===== src/rtl/serial_subtractor.sv =====
// Bit-serial two's-complement subtractor: diff = op_a - op_b - borrow_in, one bit per clock, LSB first.
// Optional signed-overflow output is enabled by defining SUB_OVERFLOW_EN.
module serial_subtractor #(
  parameter int WIDTH = 4
) (
  input  logic             clk,
  input  logic             rst,
  input  logic             start_valid,
  output logic             start_ready,
  input  logic [WIDTH-1:0] op_a,
  input  logic [WIDTH-1:0] op_b,
  input  logic             borrow_in,
  output logic             result_valid,
  input  logic             result_ready,
  output logic [WIDTH-1:0] diff,
  output logic             borrow_out,
  output logic             zero,
`ifdef SUB_OVERFLOW_EN
  output logic             overflow,
`endif
  output logic [1:0]       state_dbg
);

  // Handshakes: a transfer happens on a rising edge where valid and ready are
  // both high; valid never depends combinationally on ready, and a producer
  // holds valid plus its data stable until that transfer edge.

  localparam int CW = (WIDTH > 2) ? $clog2(WIDTH) : 1;

  typedef enum logic [1:0] {
    IDLE = 2'd0,
    RUN  = 2'd1,
    DONE = 2'd2
  } state_t;

  state_t           state;
  logic [WIDTH-1:0] a_sr;
  logic [WIDTH-1:0] b_sr;
  logic [WIDTH-1:0] d_sr;
  logic [CW-1:0]    cnt;
  logic             br;

  logic             a_bit;
  logic             b_bit;
  logic             d_bit;
  logic             br_next;
  logic [WIDTH-1:0] d_final;

  assign state_dbg = state;

  // Full-subtractor cell operating on the current LSBs.
  always_comb begin
    a_bit   = a_sr[0];
    b_bit   = b_sr[0];
    d_bit   = a_bit ^ b_bit ^ br;
    br_next = (~a_bit & b_bit) | (~a_bit & br) | (b_bit & br);
    d_final = {d_bit, d_sr[WIDTH-1:1]};
  end

  always_ff @(posedge clk) begin
    if (rst) begin
      state        <= IDLE;
      start_ready  <= 1'b1;
      result_valid <= 1'b0;
      diff         <= '0;
      borrow_out   <= 1'b0;
      zero         <= 1'b0;
`ifdef SUB_OVERFLOW_EN
      overflow     <= 1'b0;
`endif
      a_sr         <= '0;
      b_sr         <= '0;
      d_sr         <= '0;
      cnt          <= '0;
      br           <= 1'b0;
    end else begin
      case (state)
        IDLE: begin
          if (start_valid && start_ready) begin
            a_sr        <= op_a;
            b_sr        <= op_b;
            br          <= borrow_in;
            cnt         <= '0;
            start_ready <= 1'b0;
            state       <= RUN;
          end
        end
        RUN: begin
          a_sr <= a_sr >> 1;
          b_sr <= b_sr >> 1;
          d_sr <= d_final;
          br   <= br_next;
          cnt  <= cnt + CW'(1);
          if (cnt == CW'(WIDTH - 1)) begin
            diff         <= d_final;
            borrow_out   <= br_next;
            zero         <= (d_final == '0);
`ifdef SUB_OVERFLOW_EN
            overflow     <= (a_bit ^ b_bit) & (a_bit ^ d_bit);
`endif
            result_valid <= 1'b1;
            state        <= DONE;
          end
        end
        DONE: begin
          // Result registers are only rewritten at the end of the next RUN.
          if (result_valid && result_ready) begin
            result_valid <= 1'b0;
            start_ready  <= 1'b1;
            state        <= IDLE;
          end
        end
        default: begin
          state        <= IDLE;
          start_ready  <= 1'b1;
          result_valid <= 1'b0;
        end
      endcase
    end
  end

endmodule

===== config.mk =====
export PLATFORM = sky130hd
export DESIGN_NAME = serial_subtractor
export DESIGN_NICKNAME = d
export VERILOG_FILES = /design/src/rtl/serial_subtractor.sv
export SDC_FILE = /design/constraint.sdc
export NUM_CORES = 1
export LEC_CHECK = 0
export CAP_MARGIN = 20
export CELL_PAD_IN_SITES_DETAIL_PLACEMENT = 1
export CELL_PAD_IN_SITES_GLOBAL_PLACEMENT = 2
export CORE_MARGIN = 10
export CORE_UTILIZATION = 32
export CTS_CLUSTER_SIZE = 30
export DETAILED_ROUTE_END_ITERATION = 8
export PLACE_DENSITY = 0.8
export SLEW_MARGIN = 20
export SYNTH_ARGS = -nofsm -noshare
export SYNTH_HDL_FRONTEND = slang
export SYNTH_SLANG_ARGS = --single-unit

===== constraint.sdc =====
create_clock -name clk -period 2.4 [get_ports clk]
set_clock_uncertainty 0.1 [all_clocks]
set_input_delay 0.48 -clock clk [delete_from_list [all_inputs] [get_ports clk]]
set_output_delay 0.48 -clock clk [all_outputs]
set_load 0.01 [all_outputs]

# --- Word level (Yosys, flattened, before mapping) ---
# Cells that the tools add are included.
word_totals:
  regBits: 25
  out_inout_bits: 10
  wordCells: 56
  inputBits: 13
classes:
  add_sub_neg: 1
  n_bitwise: 10
  n_mux: 18
  n_reduce_logical: 10
  eq_ne: 6
op_table:
  columns: ["op", "count"]
  rows:
  - ["$pmux 4 s2", 2]
  - ["$reduce_and 3->1", 3]
  - ["$mux 2", 4]
  - ["$mux 4", 2]
  - ["$ne 2x2->1 const B", 3]
  - ["$pmux 1 s3", 2]
  - ["$pmux 2 s3", 1]
  - ["$mux 1", 5]
  - ["$eq 2x2->1 const B", 2]
  - ["$logic_not 4->1", 1]
  - ["$pmux 2 s2", 1]
  - ["$reduce_and 2->1", 2]
  - ["$and 1x1->1", 3]
  - ["$not 1->1", 3]
  - ["$add 2x1->2 const B", 1]
  - ["$eq 2x1->1 const B", 1]
  - ["$logic_and 1x1->1", 2]
  - ["$logic_not 2->1", 1]
  - ["$or 1x1->1", 2]
  - ["$pmux 1 s2", 1]
  - ["$reduce_bool 2->1", 1]
  - ["$xor 1x1->1", 2]

# --- Longest topological paths before layout ---
logic_depth:
  word_depth: 5
  depth_mapped: 6
  mapped_depth_nobuf: 5

# --- Worst setup path after synthesis ---
# OpenSTA, ideal clock, no wires.
synth_timing:
  path_kind: "register to register"
  startpoint: "register a_sr[0]"
  endpoint: "register zero"
  synth_period_minus_slack_ps: 1539
  path_buffers: 0
  arrival_ps: 1369
  stages_incl_launch_ff: 6
  required_ps: 2229
  setup_time_ps: 71
  setup_slack_ps: 861
  cell_sequence: "dfxtp_1 > inv_1 > fa_1 > nor4b_1 > nand3_1 > a21oi_1"
synth_between:
  elab_chain_len: 3
synth_lines:
  columns: ["element", "line", "source"]
  rows:
  - ["start, declared", "37", "logic [WIDTH-1:0] a_sr;"]
  - ["start signal, assigned", "80", "a_sr <= op_a;"]
  - ["start signal, assigned", "89", "a_sr <= a_sr >> 1;"]
  - ["$xor 1x1->1 (2 in series)", "55", "d_bit = a_bit ^ b_bit ^ br;"]
  - ["$logic_not 4->1", "97", "zero <= (d_final == '0);"]
  - ["end signal, assigned", "97", null]
  - ["end, declared", "17", "output logic zero,"]
# Every way passes these cells.
# A chain may end at the register's enable or synchronous reset.

# --- Worst setup path after layout ---
layout_timing:
  startpoint: "register state[1] (netlist: state_dbg[1])"
  endpoint: "output port state_dbg[1]"
layout_rtl:
  columns: ["element", "line", "source"]
  rows:
  - ["start, declared", "36", "state_t state;"]
  - ["start signal, assigned", "62", "state <= IDLE;"]
  - ["start signal, assigned", "85", "state <= RUN;"]
  - ["start signal, assigned", "102", "state <= DONE;"]
  - ["end, declared", "21", "output logic [1:0] state_dbg"]
# No word-level cell between the ends.

==> flow_metrics.py <==
metrics = {
    "placed_design": {
        "placement.io_buffers": 22,
        "place_area_mm2": 0.00126,
        "globalplace.congestion": 0.745,
        "dpl.hpwl_um": 1730,
    },
    "detailed_routing": {
        "dr.pass1.iters": 4,
        "via_per_inst": 4.85,
        "wirelength_um": 2360,
        "drt-initial-drc-count": 65,
        "vias": 825,
        "ant_nets": 0,
        "wire_per_inst_um": 13.9,
        "remaining_drc_errors": 0,
    },
    "sta": {
        "post-route-min-period_ns": 2.08,
        "tightestPinTransition_ns": 0.623,
        "fin_crit_sh_pct": 86.6,
        "finalSetupViolCount": 0,
        "tns_ns": 0,
        "clock.fmax_mhz": 481,
        "rsz0062_at_grt": "false",
        "timing.slew.headroom_pct": 58.5,
        "drv_slew": 0,
        "finalHoldViolCount": 0,
    },
    "yosys": {
        "yosysWarnings": 0,
        "syn-instance-count": 106,
        "syn_nets": 121,
        "ys_types": 28,
        "synth_top_flop_cell": "dfxtp_1",
        "yosys_register_bits": 24,
        "synthesis.area_mm2": 0.00102,
        "ys_seq_area_share_pct": 46.9,
        "synth.avg_cell_area_um2": 9.67,
        "async_flop_share_pct": 0,
        "synth_edf_count": 0,
    },
    "die": {
        "die_w_um": 76.6,
        "die_y_um": 76.6,
        "start_util_pct": 33.6,
        "row_count": 20,
        "dieArea_mm2": 0.00587,
        "io_pins": 23,
        "core_mm2": 0.00305,
    },
    "setup_path": {
        "worstPathRequired_ns": 1.82,
        "path_max_fanout": 13,
        "critical_path_buf_inv_count": 1,
        "critPathSlowestCell": "clkdlybuf4s50_1",
        "arrival_ns": 1.50,
        "end_kind": "output pin",
        "path_delay_family": "buffers and inverters",
        "cp_cell_sequence": "clkdlybuf4s50_1",
        "worst-setup-path-type": "flip-flop to output pin",
        "slowest_delay_ns": 0.61,
        "cp-start-kind": "flip-flop",
    },
    "clocking": {
        "insertion_delay_ns": 0.31,
        "hold_buffers": 0,
        "clkTransAtPathRegs_ns": 0.13,
        "clock-root-buffer": "clkbuf_4",
        "htree_num_levels": 1,
        "cts-buffers-inserted": 3,
        "clock-sinks": 24,
        "post_cts.repair.setup_buffers": 0,
        "tritoncts": "yes",
        "cts-resized-gates": 0,
        "clock_tree.buffer_depth": 2,
    },
    "global_route": {
        "grt_pass1_wl_um": 4060,
        "antenna_found_initial": 0,
        "grt.overflow.total": 0,
        "grt_pass1_vias": 839,
        "grt_max_degree": 25,
        "grt_use_total_pct": 8.32,
    },
    "final_layout": {
        "area_growth_pct": 27.7,
        "multi_input_area_um2": 463,
        "num_antenna_cells": 0,
        "fin_area_mm2": 0.00131,
        "seq_area_um2": 480,
        "drive_gt1_share_pct": 7.14,
        "fillerInstances": 370,
        "final_nets": 142,
        "utilization_pct": 42.9,
    },
    "hold_path": {
        "hp-class": "flip-flop to flip-flop",
    },
    "power": {
        "p_leak_nw": 0.498,
        "power_w": 0.000870,
        "power_density_mw_per_mm2": 665,
        "ir_worst_vdd_v": 0.000311,
    },
    "status": {
        "status": "finished, final reports clean",
    },
    "job": {
        "cap_violations": 0,
    },
}
## area by class of cell
| type | count | share of cell area [%] |
|---|---|---|
| tap | 44 | 4.21 |
| sequential | 24 | 36.7 |
| clock buffer | 3 | 1.72 |
| timing repair buffer | 23 | 17.4 |
| multi-input combinational | 67 | 35.4 |
| clock inverter | 1 | 2.29 |
| inverter | 8 | 2.29 |
## cells in the mapped netlist (all sizes together) (2+ instances only)
cell type / count / area [µm²]
buf: 5 / 43.8
a21oi: 17 / 92.6
inv: 8 / 30.0
dfxtp: 24 / 480
o21ai: 3 / 15.0
clkbuf: 2 / 7.51
nand2: 6 / 22.5
o221a: 7 / 78.8
a211oi: 2 / 15.0
mux2i: 6 / 60.1
nor2: 11 / 41.3
## kinds of logic (layout without fill, tap and decap cells)
logic type | after synthesis | in the layout | synth area share [%]
buf+inv | 15 | 35 | 7.94
mux | 7 | 7 | 6.96
compound gates | 32 | 32 | 22.7
simple gates | 26 | 26 | 12.3
fa+ha+maj | 2 | 2 | 3.17
flops | 24 | 24 | 46.9
## through the flow
| stage | hold slack (ns) | worst slack (ns) | instances |
|---|---|---|---|
| global route | 0.410 | 0.195 | 170 |
| CTS | 0.380 | 0.263 | 170 |
| finish | 0.369 | 0.322 | 170 |
| floorplan | 0.344 | 0.861 | 106 |
| detailed placement | 0.356 | 0.361 | 166 |
| global placement | 0.344 | 0.404 | 166 |
## cell usage in the layout, fill, tap and decap left out, drive strengths merged, types with 2 or more instances in the layout
| cell type | count |
|---|---|
| inv | 8 |
| a21oi | 17 |
| dfxtp | 24 |
| o221a | 7 |
| a211oi | 2 |
| nand2 | 6 |
| clkdlybuf4s50 | 22 |
| mux2i | 6 |
| nor2 | 11 |
| clkbuf | 3 |
| o21ai | 3 |
## worst paths after layout
kind                startpoint      endpoint  slack [ns]  depth (start not counted)
hold reg to reg           zero          zero        0.37                          2
setup reg to reg       a_sr[0]          zero        0.67                          5
hold / removal            zero          zero        0.37                          2
setup / recovery  state_dbg[1]  state_dbg[1]        0.32                          1
## report_power, final
| part | internal (W) | switching [W] | total [W] | leakage [nW] |
|---|---|---|---|---|
| logic | 0.0000691 | 0.0000647 | 0.000134 | 0.274 |
| registers | 0.000424 | 0.0000215 | 0.000445 | 0.196 |
| clock network | 0.000169 | 0.000122 | 0.000291 | 0.0279 |
| total | 0.000662 | 0.000208 | 0.000870 | 0.498 |
## flip-flops by register name, summed over array words and instances, names as in the netlist, 2 cells and up
signal     cells
b_sr           4
diff           4
d_sr           3
state_dbg      2
a_sr           4
cnt            2
## routing by layer
| metal | wire length (µm) | track usage [%] |
|---|---|---|
| met5 | 0 | 0 |
| met4 | 8 | 0.558 |
| met3 | 109 | 3.89 |
| met2 | 1130 | 14.0 |
| met1 | 1110 | 9.76 |
## worst min-delay path, stage by stage, from the launching register on
cell and delay [ns]:
dfxtp_1 0.33, nand2_1 0.06, a21oi_1 0.05
Note: power is estimated with default switching activity, not from simulation.
